## config.mk

```make
export PLATFORM = sky130hd
export DESIGN_NAME = pool2d_stream_flat
export DESIGN_NICKNAME = d
export VERILOG_FILES = /design/src/rtl/pool2d_stream_if.sv /design/src/rtl/pool2d_stream.sv /design/src/flat_wrapper.sv
export SDC_FILE = /design/constraint.sdc
export NUM_CORES = 1
export LEC_CHECK = 0
export CORE_UTILIZATION = 50
export DETAILED_ROUTE_END_ITERATION = 10
export GPL_TIMING_DRIVEN = 0
export PLACE_DENSITY = 0.67
export SLEW_MARGIN = 0
export SYNTH_ARGS = -nofsm -noshare
export SYNTH_HDL_FRONTEND = slang
export SYNTH_SLANG_ARGS = --single-unit
```

## constraint.sdc

```tcl
create_clock -name clk -period 16.8 [get_ports clk]
set_clock_uncertainty 0.15 [all_clocks]
set_input_delay 4.2 -clock clk [delete_from_list [all_inputs] [get_ports clk]]
set_output_delay 4.2 -clock clk [all_outputs]
set_load 0.01 [all_outputs]
```

## src/rtl/pool2d_stream_if.sv

```systemverilog
`default_nettype none
// ============================================================================
//  Module   : pool2d_stream_if
//  Purpose  : Pixel stream bundle for the streaming 2-D pooler: the
//             sof/valid input side and the pulsed, framed output side.
//  Ports    : sof, mode, input_valid, d_in       (towards the pooler)
//             output_valid, o_sof, o_eof, d_out  (from the pooler)
//  Revision : 1.0  initial release
// ============================================================================
interface pool2d_stream_if #(
  parameter int DATA_WIDTH = 32
);
  logic                         sof;
  logic                         mode;
  logic                         input_valid;
  logic signed [DATA_WIDTH-1:0] d_in;
  logic                         output_valid;
  logic                         o_sof;
  logic                         o_eof;
  logic signed [DATA_WIDTH-1:0] d_out;

  // slave: the pooler itself
  modport slave (
    input  sof, mode, input_valid, d_in,
    output output_valid, o_sof, o_eof, d_out
  );

  // master: whatever feeds the pooler and consumes its results
  modport master (
    output sof, mode, input_valid, d_in,
    input  output_valid, o_sof, o_eof, d_out
  );
endinterface
`default_nettype wire

```

## src/rtl/pool2d_stream.sv

```systemverilog
`default_nettype none
// ============================================================================
//  Module   : pool2d_stream
//  Purpose  : Streaming KxK max/average pooling with stride S over one
//             raster-scanned single-channel frame. Two-stage pipeline,
//             fixed latency of 2 cycles from the firing pixel.
//  Ports    : clk  - clock, rising edge
//             rst  - synchronous active-high reset
//             bus  - pool2d_stream_if.slave (sof/mode/input_valid/d_in in,
//                    output_valid/o_sof/o_eof/d_out out)
//  Revision : 1.0  initial release
// ============================================================================
module pool2d_stream #(
  parameter int DATA_WIDTH = 32,
  parameter int IMG_W      = 5,
  parameter int IMG_H      = 5,
  parameter int KERNEL     = 2,
  parameter int STRIDE     = 2
) (
  input  logic           clk,
  input  logic           rst,
  pool2d_stream_if.slave bus
);

  localparam int COL_W  = (IMG_W > 1) ? $clog2(IMG_W) : 1;
  localparam int ROW_W  = (IMG_H > 1) ? $clog2(IMG_H) : 1;
  localparam int SUM_W  = DATA_WIDTH + 4;
  localparam int PROD_W = DATA_WIDTH + 18;
  localparam int OUT_W  = (IMG_W - KERNEL) / STRIDE + 1;
  localparam int OUT_H  = (IMG_H - KERNEL) / STRIDE + 1;
  // Position of the pixel that completes the last window of a frame
  localparam int LAST_R = KERNEL - 1 + (OUT_H - 1) * STRIDE;
  localparam int LAST_C = KERNEL - 1 + (OUT_W - 1) * STRIDE;

  if (!(KERNEL == 2 || KERNEL == 3)) begin : g_bad_kernel
    $error("pool2d_stream: KERNEL must be 2 or 3");
  end
  if (!(STRIDE == 1 || STRIDE == 2)) begin : g_bad_stride
    $error("pool2d_stream: STRIDE must be 1 or 2");
  end
  if (IMG_W < KERNEL || IMG_H < KERNEL) begin : g_bad_image
    $error("pool2d_stream: image smaller than the kernel");
  end

  // Position of the next pixel to arrive
  logic [ROW_W-1:0] row;
  logic [COL_W-1:0] col;
  logic             mode_q;

  // line_buf[0] holds the previous row, line_buf[1] the one before it
  logic signed [DATA_WIDTH-1:0] line_buf [KERNEL-1][IMG_W];
  // win[i][j]: row i = 0 is the oldest row, column j = KERNEL-1 is newest
  logic signed [DATA_WIDTH-1:0] win      [KERNEL][KERNEL];
  logic signed [DATA_WIDTH-1:0] win_nxt  [KERNEL][KERNEL];
  logic signed [DATA_WIDTH-1:0] new_col  [KERNEL];

  logic             accept, start, mid_sof, fire, at_origin;
  logic             first_win, last_win;
  logic [ROW_W-1:0] cur_r, nxt_r;
  logic [COL_W-1:0] cur_c, nxt_c;
  logic signed [SUM_W-1:0]      win_sum;
  logic signed [DATA_WIDTH-1:0] win_max;

  // Stage 1 and stage 2 (output) registers
  logic                         v1, s1_mode, s1_sof, s1_eof;
  logic signed [SUM_W-1:0]      s1_val;
  logic signed [PROD_W-1:0]     prod;
  logic signed [DATA_WIDTH-1:0] scaled;
  logic                         out_valid, out_sof, out_eof;
  logic signed [DATA_WIDTH-1:0] out_data;

  always_comb begin
    accept  = bus.input_valid;
    start   = accept && bus.sof;
    // A sof only aborts work when the previous frame is incomplete
    mid_sof = start && (row != '0 || col != '0);
    cur_r   = start ? '0 : row;
    cur_c   = start ? '0 : col;

    at_origin = (cur_r == '0) && (cur_c == '0);
    first_win = (cur_r == ROW_W'(KERNEL - 1)) && (cur_c == COL_W'(KERNEL - 1));
    last_win  = (cur_r == ROW_W'(LAST_R)) && (cur_c == COL_W'(LAST_C));
    fire = accept
        && (int'(cur_r) >= KERNEL - 1) && (int'(cur_c) >= KERNEL - 1)
        && ((int'(cur_r) - KERNEL + 1) % STRIDE == 0)
        && ((int'(cur_c) - KERNEL + 1) % STRIDE == 0);

    if (cur_c == COL_W'(IMG_W - 1)) begin
      nxt_c = '0;
      nxt_r = (cur_r == ROW_W'(IMG_H - 1)) ? '0 : cur_r + ROW_W'(1);
    end else begin
      nxt_c = cur_c + COL_W'(1);
      nxt_r = cur_r;
    end

    // Column entering the window: current pixel at the bottom, older rows
    // of the same column taken from the line buffers above it.
    new_col[KERNEL-1] = bus.d_in;
    for (int i = 0; i < KERNEL - 1; i++) begin
      new_col[i] = line_buf[KERNEL-2-i][cur_c];
    end

    win_nxt = win;
    for (int i = 0; i < KERNEL; i++) begin
      for (int j = 0; j < KERNEL - 1; j++) begin
        win_nxt[i][j] = win[i][j+1];
      end
      win_nxt[i][KERNEL-1] = new_col[i];
    end

    win_sum = '0;
    win_max = win_nxt[0][0];
    for (int i = 0; i < KERNEL; i++) begin
      for (int j = 0; j < KERNEL; j++) begin
        win_sum = win_sum + SUM_W'(win_nxt[i][j]);
        if (win_nxt[i][j] > win_max) win_max = win_nxt[i][j];
      end
    end
  end

  // Averaging with round-half-up; 7282/65536 approximates 1/9 for K=3
  always_comb begin
    prod = PROD_W'(s1_val) * PROD_W'(7282) + PROD_W'(32768);
    if (s1_mode) begin
      scaled = s1_val[DATA_WIDTH-1:0];
    end else if (KERNEL == 2) begin
      scaled = DATA_WIDTH'((s1_val + SUM_W'(2)) >>> 2);
    end else begin
      scaled = DATA_WIDTH'(prod >>> 16);
    end
  end

  always_ff @(posedge clk) begin
    if (rst) begin
      row       <= '0;
      col       <= '0;
      mode_q    <= 1'b0;
      v1        <= 1'b0;
      s1_mode   <= 1'b0;
      s1_sof    <= 1'b0;
      s1_eof    <= 1'b0;
      s1_val    <= '0;
      out_valid <= 1'b0;
      out_sof   <= 1'b0;
      out_eof   <= 1'b0;
      out_data  <= '0;
    end else begin
      if (accept) begin
        row <= nxt_r;
        col <= nxt_c;
        if (at_origin) mode_q <= bus.mode;
      end

      // The origin pixel never fires, so mode_q is already settled here
      v1 <= fire;
      if (fire) begin
        s1_mode <= mode_q;
        s1_sof  <= first_win;
        s1_eof  <= last_win;
        s1_val  <= mode_q ? SUM_W'(win_max) : win_sum;
      end

      // A mid-frame sof drops the result that would land this cycle
      out_valid <= v1 && !mid_sof;
      out_sof   <= v1 && !mid_sof && s1_sof;
      out_eof   <= v1 && !mid_sof && s1_eof;
      if (v1) out_data <= scaled;
    end
  end

  // Pixel storage carries no reset: stale contents are never read because
  // a window needs K fresh rows of the current frame.
  always_ff @(posedge clk) begin
    if (accept) begin
      line_buf[0][cur_c] <= bus.d_in;
      for (int i = 1; i < KERNEL - 1; i++) begin
        line_buf[i][cur_c] <= line_buf[i-1][cur_c];
      end
      win <= win_nxt;
    end
  end

  assign bus.output_valid = out_valid;
  assign bus.o_sof        = out_sof;
  assign bus.o_eof        = out_eof;
  assign bus.d_out        = out_data;

endmodule
`default_nettype wire

```

## src/flat_wrapper.sv

```systemverilog
// flat-port wrapper written by rule: the top's interface ports become plain ports
module pool2d_stream_flat 
#(
  parameter int DATA_WIDTH = 32,
  parameter int IMG_W      = 5,
  parameter int IMG_H      = 5,
  parameter int KERNEL     = 2,
  parameter int STRIDE     = 2
)
  (clk, rst, bus_sof, bus_mode, bus_input_valid, bus_d_in, bus_output_valid, bus_o_sof, bus_o_eof, bus_d_out);
  pool2d_stream_if #(.DATA_WIDTH(DATA_WIDTH)) bus_i ();
  input  logic clk;
  input  logic rst;
  input wire logic [$bits(bus_i.sof)-1:0] bus_sof;
  input wire logic [$bits(bus_i.mode)-1:0] bus_mode;
  input wire logic [$bits(bus_i.input_valid)-1:0] bus_input_valid;
  input wire logic [$bits(bus_i.d_in)-1:0] bus_d_in;
  output wire logic [$bits(bus_i.output_valid)-1:0] bus_output_valid;
  output wire logic [$bits(bus_i.o_sof)-1:0] bus_o_sof;
  output wire logic [$bits(bus_i.o_eof)-1:0] bus_o_eof;
  output wire logic [$bits(bus_i.d_out)-1:0] bus_d_out;
  assign bus_i.sof = bus_sof;
  assign bus_i.mode = bus_mode;
  assign bus_i.input_valid = bus_input_valid;
  assign bus_i.d_in = bus_d_in;
  assign bus_output_valid = bus_i.output_valid;
  assign bus_o_sof = bus_i.o_sof;
  assign bus_o_eof = bus_i.o_eof;
  assign bus_d_out = bus_i.d_out;
  pool2d_stream #(.DATA_WIDTH(DATA_WIDTH), .IMG_W(IMG_W), .IMG_H(IMG_H), .KERNEL(KERNEL), .STRIDE(STRIDE)) u_core (.clk(clk), .rst(rst), .bus(bus_i));
endmodule
```

==> impl_results.md, run 1 <==
- Worst Setup EP: u_core.s1_val[32]$_SDFFE_PP0P_
- Setup Viol. Count Final: 0
- Core Footprint: between 0.03 and 0.04 mm^2
- Ports: 72
- YS warnings: 0
- Detailed Route Iter0 Violations: approximately 1300
- Slowest cell on crit path: ha_1
- FF-to-FF setup slack: 4.07 ns
- Drt wl/cell: 22.29 um
- Max_cap viols: 0
- Mapped Cells: 1826
- Tot GR Track Use: 29.00%
- Min-delay src: u_core.s1_sof$_SDFFE_PP0P_
- Placer Congestion: between 0.9 and 1
- EDFF count, synth: 224
- Initial antenna violation count: 0
- Antenna Nets Post-Route: 0
- Setup WS pre-CTS: -1.594 ns
- Vias per cell: 6.026
- Vias in the first global route: 14330
- Critical-path maximum fanout: 64
- Worst-path clk slew: approximately 0.060 ns
- F_max: around 62 MHz
- CTS HTree Levels: 2
- Netlist Area Pre-Place: approximately 0.019 mm^2
- Worst Hold Path Cells: 2
- Asr flop ratio synth: 0%
- Worst-Skew Late Latency: 0.57 ns
- Final-report max-slew violation count: 0
- Lkg Pwr: just under 9 nW
- Tmin final: approximately 16 ns
- Layout area overhead: 15.18%
- CTS sink cnt: approximately 300
- Startpoint types: primary input
- Worst slew margin: between 30% and 40%
- Worst Hold Slack: 0.2944 ns
- CTS tree: done
- Final #Nets: 2182
- Top post-synthesis cells by count: 224 x edfxtp_1, 220 x inv_1, 150 x nand2_1
- Worst r2r src: u_core.col[0]$_SDFFE_PP0P_
- Setup crit end kind: flop
- Post-DP Area: between 0.02 and 0.025 mm^2
- Global-route wire length before repair: 82.76 mm
- Beginning of the critical path: bus_input_valid
- Hold Vio Cnt, Final: 0
- # diodes: 0
- Peak supply drop: 93.28 uV
- Remaining Overflow, GRT: 0
- Avg Cell Area, Syn: around 10 um^2
- Worst R2R Path Depth: 45
- Die W: 195.2 um
- Status: complete, no violations
- Post-synth top area cell: edfxtp_1
- Cts bufs inserted: 36
- Buffers on Ports: about 70
- Largest net degree at the start of global routing: 65
- Crit-path max cell delay: between 0.5 and 0.6 ns
- Worst Setup Path Type: in2reg
- Root buf cell: clkbuf_16
- Crit path DAT: approximately 16 ns
- Worst-margin pin slew: between 0.9 and 1 ns
- Ranking of synthesized cells by area: edfxtp_1 36%, ha_1 9.1%, dfxtp_1 8.6%
- Fill cells: approximately 3100
- Register area share after synthesis: 44.64%
- RSZ-0062 raised after global routing: no
- Final Worst Setup Slack: around 0.70 ns
- Final routed DRC violation total: 0
- Initial core utilization: between 50% and 60%
- Cts hold-fix bufs: 0
- Synth unique cells: 77
- Drt pass-1 iters: 6
- DIE AREA: 0.03809 mm^2
- Fin cells: approximately 2400
- Worst EP required: about 17 ns
- Ys flop type: edfxtp_1
- Setup TNS: 0 ns
- Synth top area share: between 30% and 40%
- Post-synth net total: slightly above 2000
- Clk buf depth: 3
- FF+latch count, synth: 304
- Dpl hpwl: 41.91 mm
- Final Cell Area: ~0.021 mm^2
- Tcrit/Tclk final: roughly 96%
- Most common cell in the netlist: edfxtp_1
- DR vias: 14700
- Drt total wl: between 50 and 60 mm
- PD cells: ~130 mW/mm^2
- R2r endpoint: u_core.s1_val[32]$_SDFFE_PP0P_
- Die height: just under 200 um
- Hold Path Class: reg2reg
- Placed Cells: roughly 2400
- Share of cells above drive strength 1: about 8.2%
- Num rows: 70
==> placed cells by master, fill, tap and decap left out, drive strengths merged, types with 58 or more instances in the layout <==
cell / instances
clkdlybuf4s50: 68
a21oi: 146
edfxtp: 224
inv: 223
ha: 136
clkbuf: 112
dfxtp: 80
o21ai: 58
nand2: 151
fa: 65
nor2: 135
==> how the worst min path moves through the flow <==
stage,endpoint,slack (ns)
5_1_grt,u_core.s1_sof$_SDFFE_PP0P_,0.32
2_1_floorplan,u_core.s1_eof$_SDFFE_PP0P_,0.28
4_1_cts,u_core.s1_sof$_SDFFE_PP0P_,0.30
3_5_place_dp,u_core.s1_sof$_SDFFE_PP0P_,0.29
3_3_place_gp,u_core.s1_sof$_SDFFE_PP0P_,0.29
6_report,u_core.s1_sof$_SDFFE_PP0P_,0.29
==> kinds of logic (layout without fill, tap and decap cells) <==
group	after synthesis	in the layout	synth area share, %
AO/OA/AOI/OAI	417	417	14.54
XOR/XNOR	37	37	1.737
adder cells (fa/ha/maj)	201	201	16.10
buffers and inverters	296	442	6.150
flip-flops	304	304	44.64
multiplexers	56	56	3.528
AND/OR/NAND/NOR	515	515	13.31
==> critical path: cells and delay by family <==
family                   cells  cell delay, ns
multiplexers                 2            0.78
AND/OR/NAND/NOR             16            3.70
buffers and inverters       11            2.87
AO/OA/AOI/OAI               14            3.45
XOR/XNOR                     1            0.09
adder cells (fa/ha/maj)      3            1.15
==> stage by stage <==
stage | util, % | power [mW]
after global placement | 54.32 | 2.004
after global routing | 58.55 | 3.024
after floorplan | - | 1.699
after detailed placement | 54.83 | 2.029
after CTS | 58.34 | 2.853
final | 58.55 | 2.867
==> layout make-up <==
class	count	area [um^2]	share of cell area [%]
clock inverters	16	229.0	1.066
multi-input cells	1226	9290	43.23
clock buffers	50	1026	4.775
well taps	468	585.6	2.725
plain buffers	73	327.8	1.526
inverters	223	842.1	3.919
flip-flops and latches	304	8328	38.76
repair buffers	80	859.6	4.000
==> registers in the layout, indices dropped and copies added (netlist names), 3 cells and up <==
name and cells:
u_core.line_buf 160, u_core.win 64, u_core.s1_val 34, u_core.bus.d_out 32, u_core.col 3, u_core.row 3
==> metal layers <==
| layer | wire length (um) | track usage [%] |
|---|---|---|
| met5 | 0 | 0 |
| met3 | 4432 | 6.442 |
| met1 | 23020 | 38.37 |
| met2 | 24720 | 45.69 |
| met4 | 2224 | 12.92 |
==> where the power goes <==
part,internal (mW),total (mW),leakage [nW],switching [mW]
logic,0.484,1.20,5.52,0.716
clock network,0.483,0.817,0.600,0.335
registers,0.835,0.850,2.73,0.0150
total,1.80,2.87,8.85,1.07
==> timing repair <==
item | 4_1_cts | 5_1_grt
gates cloned | 0 | 0
setup endpoints to repair | 34 | 34
gates resized for setup | 12 | 31
endpoints found under the hold margin | 0 | 0
setup buffers | 0 | 2
pin swaps | 0 | 1
Power figures use the tool's default switching activity.
==> run 2: changes to the inputs <==
Settings changed: CORE_MARGIN from default to 2, CTS_CLUSTER_DIAMETER from default to 100.
==> impl_results.md, run 2 (synthesis gave the netlist of run 1 again) <==
- Placer Congestion: 0.9427 (-1.4%)
- Peak supply drop: 84.76 uV (-9.1%)
- Largest register FFs: 160 (unchanged)
- Initial antenna violation count: 0 (unchanged)
- Max_cap viols: 0 (unchanged)
- Detailed Route Iter0 Violations: 1341 (+2.0%)
- Ports: 72 (unchanged)
- Final Util: 58.23% (-0.32 points)
- Vias in the first global route: 14410 (+0.57%)
- Register Area: 0.008328 mm^2 (unchanged)
- CTS HTree Levels: 2 (unchanged)
- Tcrit/Tclk final: 96.09% (+0.26 points)
- Biggest register: u_core.line_buf
- Placed Cells: 2373 (+0.042%)
- Setup Viol. Count Final: 0 (unchanged)
- Setup crit end kind: flop
- # diodes: 0 (unchanged)
- Biggest regs: u_core.line_buf x160, u_core.win x64, u_core.s1_val x34
- Critical-path maximum fanout: 64 (unchanged)
- Worst-path clk slew: 0.06 ns (about the same)
- Tmin final: 16.14 ns (+0.04431 ns)
- Worst EP required: 17.13 ns (+0.04 ns)
- Worst slew margin: 40.90% (+1.5 points)
- Drt pass-1 iters: 6 (unchanged)
- Core Footprint: 0.03670 mm^2 (unchanged)
- Fill cells: 3100 (+0.68%)
- PD cells: 132.5 mW/mm^2 (-0.70%)
- Crit-path max cell delay: 0.60 ns (+0.09 ns)
- Root buf cell: clkbuf_16
- Startpoint types: primary input
- RSZ-0062 raised after global routing: no
- Final #Nets: 2181 (-0.046%)
- Worst r2r src: u_core.col[0]$_SDFFE_PP0P_
- Share of cells above drive strength 1: 7.813% (-0.35 points)
- Crit path DAT: 16.47 ns (+0.08 ns)
- Remaining Overflow, GRT: 0 (unchanged)
- Cts bufs inserted: 36 (unchanged)
- DIE AREA: 0.03887 mm^2 (+2.1%)
- F_max: 61.95 MHz (-0.27%)
- Clk buf depth: 3 (unchanged)
- CTS sink cnt: 304 (unchanged)
- Lkg Pwr: 8.807 nW (-0.50%)
- Buffers on Ports: 69 (unchanged)
- Hold Vio Cnt, Final: 0 (unchanged)
- Status: complete, no violations
- Post-CTS setup buffers: 0 (unchanged)
- Layout area overhead: 14.55%
- Drt wl/cell: 22.41 um (+0.53%)
- Worst-Skew Late Latency: 0.56 ns (about the same)
- Die height: 197.2 um (+1.0%)
- Worst-margin pin slew: 0.8832 ns (-0.01759 ns)
- Final-report max-slew violation count: 0 (unchanged)
- Most common cell after layout, fill and taps aside: edfxtp_1
- DR vias: 14760 (+0.40%)
- Largest net degree at the start of global routing: 65 (unchanged)
- Fin cells: 2439 (-0.041%)
- Drt total wl: 54.66 mm (+0.49%)
- Final routed DRC violation total: 0 (unchanged)
- Worst Setup Path Type: in2reg
- Hold Path Class: reg2reg
- Num rows: 70 (unchanged)
- Initial core utilization: 50.84% (unchanged)
- Dpl hpwl: 41.72 mm (-0.46%)
- Vias per cell: 6.053 (+0.44%)
- CTS tree: done
- Min-delay src: u_core.s1_sof$_SDFFE_PP0P_
- Global-route wire length before repair: 83.16 mm (+0.48%)
- Die W: 197.2 um (+1.0%)
- Beginning of the critical path: bus_input_valid
- Slowest cell on crit path: nor4_4
- Tot GR Track Use: 28.40% (-0.60 points)
- Post-cts sizing count: 10 (-2)
- Multi-input logic area: 0.009275 mm^2 (-0.16%)
- Most frequent cells in the layout: 224 x edfxtp_1, 220 x inv_1, 150 x nand2_1
- Antenna Nets Post-Route: 0 (unchanged)
- Cts hold-fix bufs: 0 (unchanged)
-- run 2: cell types whose count changed in the layout (fill, tap and decap cells not counted), sizes merged --
cell    change
inv         +1
buf         -1
clkinv      +5
clkbuf      -6
-- run 2: per-layer routing --
metal / vias to the layer above / GRT usage, % / wire length [um] / part of all wire, %
met3: 86 / 4.132 / 4241 / 7.8
li1: 6791 / - / - / -
met1: 7314 / 39.53 / 23540 / 43
met4: 0 / 10.14 / 1798 / 3.3
met2: 572 / 45.50 / 25080 / 46
met5: - / 0 / 0 / 0
-- run 2: where the power goes --
| part | internal, mW | switching, mW | leakage [nW] |
|---|---|---|---|
| Clock | 0.455 | 0.331 | 0.573 |
| Combinational | 0.483 | 0.713 | 5.51 |
| Sequential | 0.835 | 0.0148 | 2.73 |
-- run 2: final cells by class --
class,count,share of cell area [%]
repair buffers,79,3.970
plain buffers,73,1.522
clock buffers,44,4.456
multi-input cells,1226,43.40
flip-flops and latches,304,38.97
well taps,468,2.740
inverters,223,3.940
clock inverters,22,1.001
-- run 2: critical path, delay by kind of cell --
family / cells / cell delay [ns]
XOR/XNOR: 1 / 0.15
adder cells (fa/ha/maj): 3 / 1.00
buffers and inverters: 9 / 2.08
multiplexers: 2 / 0.74
AND/OR/NAND/NOR: 19 / 5.10
AO/OA/AOI/OAI: 13 / 3.02
-- run 2: metrics by stage --
step                power (mW)  instance area (um^2)  hold slack, ns  setup TNS, ns  worst slack, ns
floorplan                1.699                 18660          0.2773              0            3.189
global placement         2.002                 19930          0.2873        -127.45           -3.974
detailed placement       2.027                 20130          0.2931         -37.88           -1.368
CTS                      2.816                 21320          0.2985              0         0.007500
global route             2.988                 21370          0.3169              0           0.1021
finish                   2.832                 21370          0.2971              0           0.6575
-- run 2: worst paths after layout --
check | end | slack (ns) | depth (start not counted)
max reg2reg | u_core.s1_val[32]$_SDFFE_PP0P_ | 4.03 | 44
max | u_core.s1_val[32]$_SDFFE_PP0P_ | 0.66 | 47
min reg2reg | u_core.s1_sof$_SDFFE_PP0P_ | 0.30 | 2
min | u_core.s1_sof$_SDFFE_PP0P_ | 0.30 | 2
==> run 3: changes to the inputs <==
Settings changed: HOLD_SLACK_MARGIN from default to 0.12.
==> results of run 3 <==
Same layout as run 2: the final DEF is identical, and so are final timing and power.
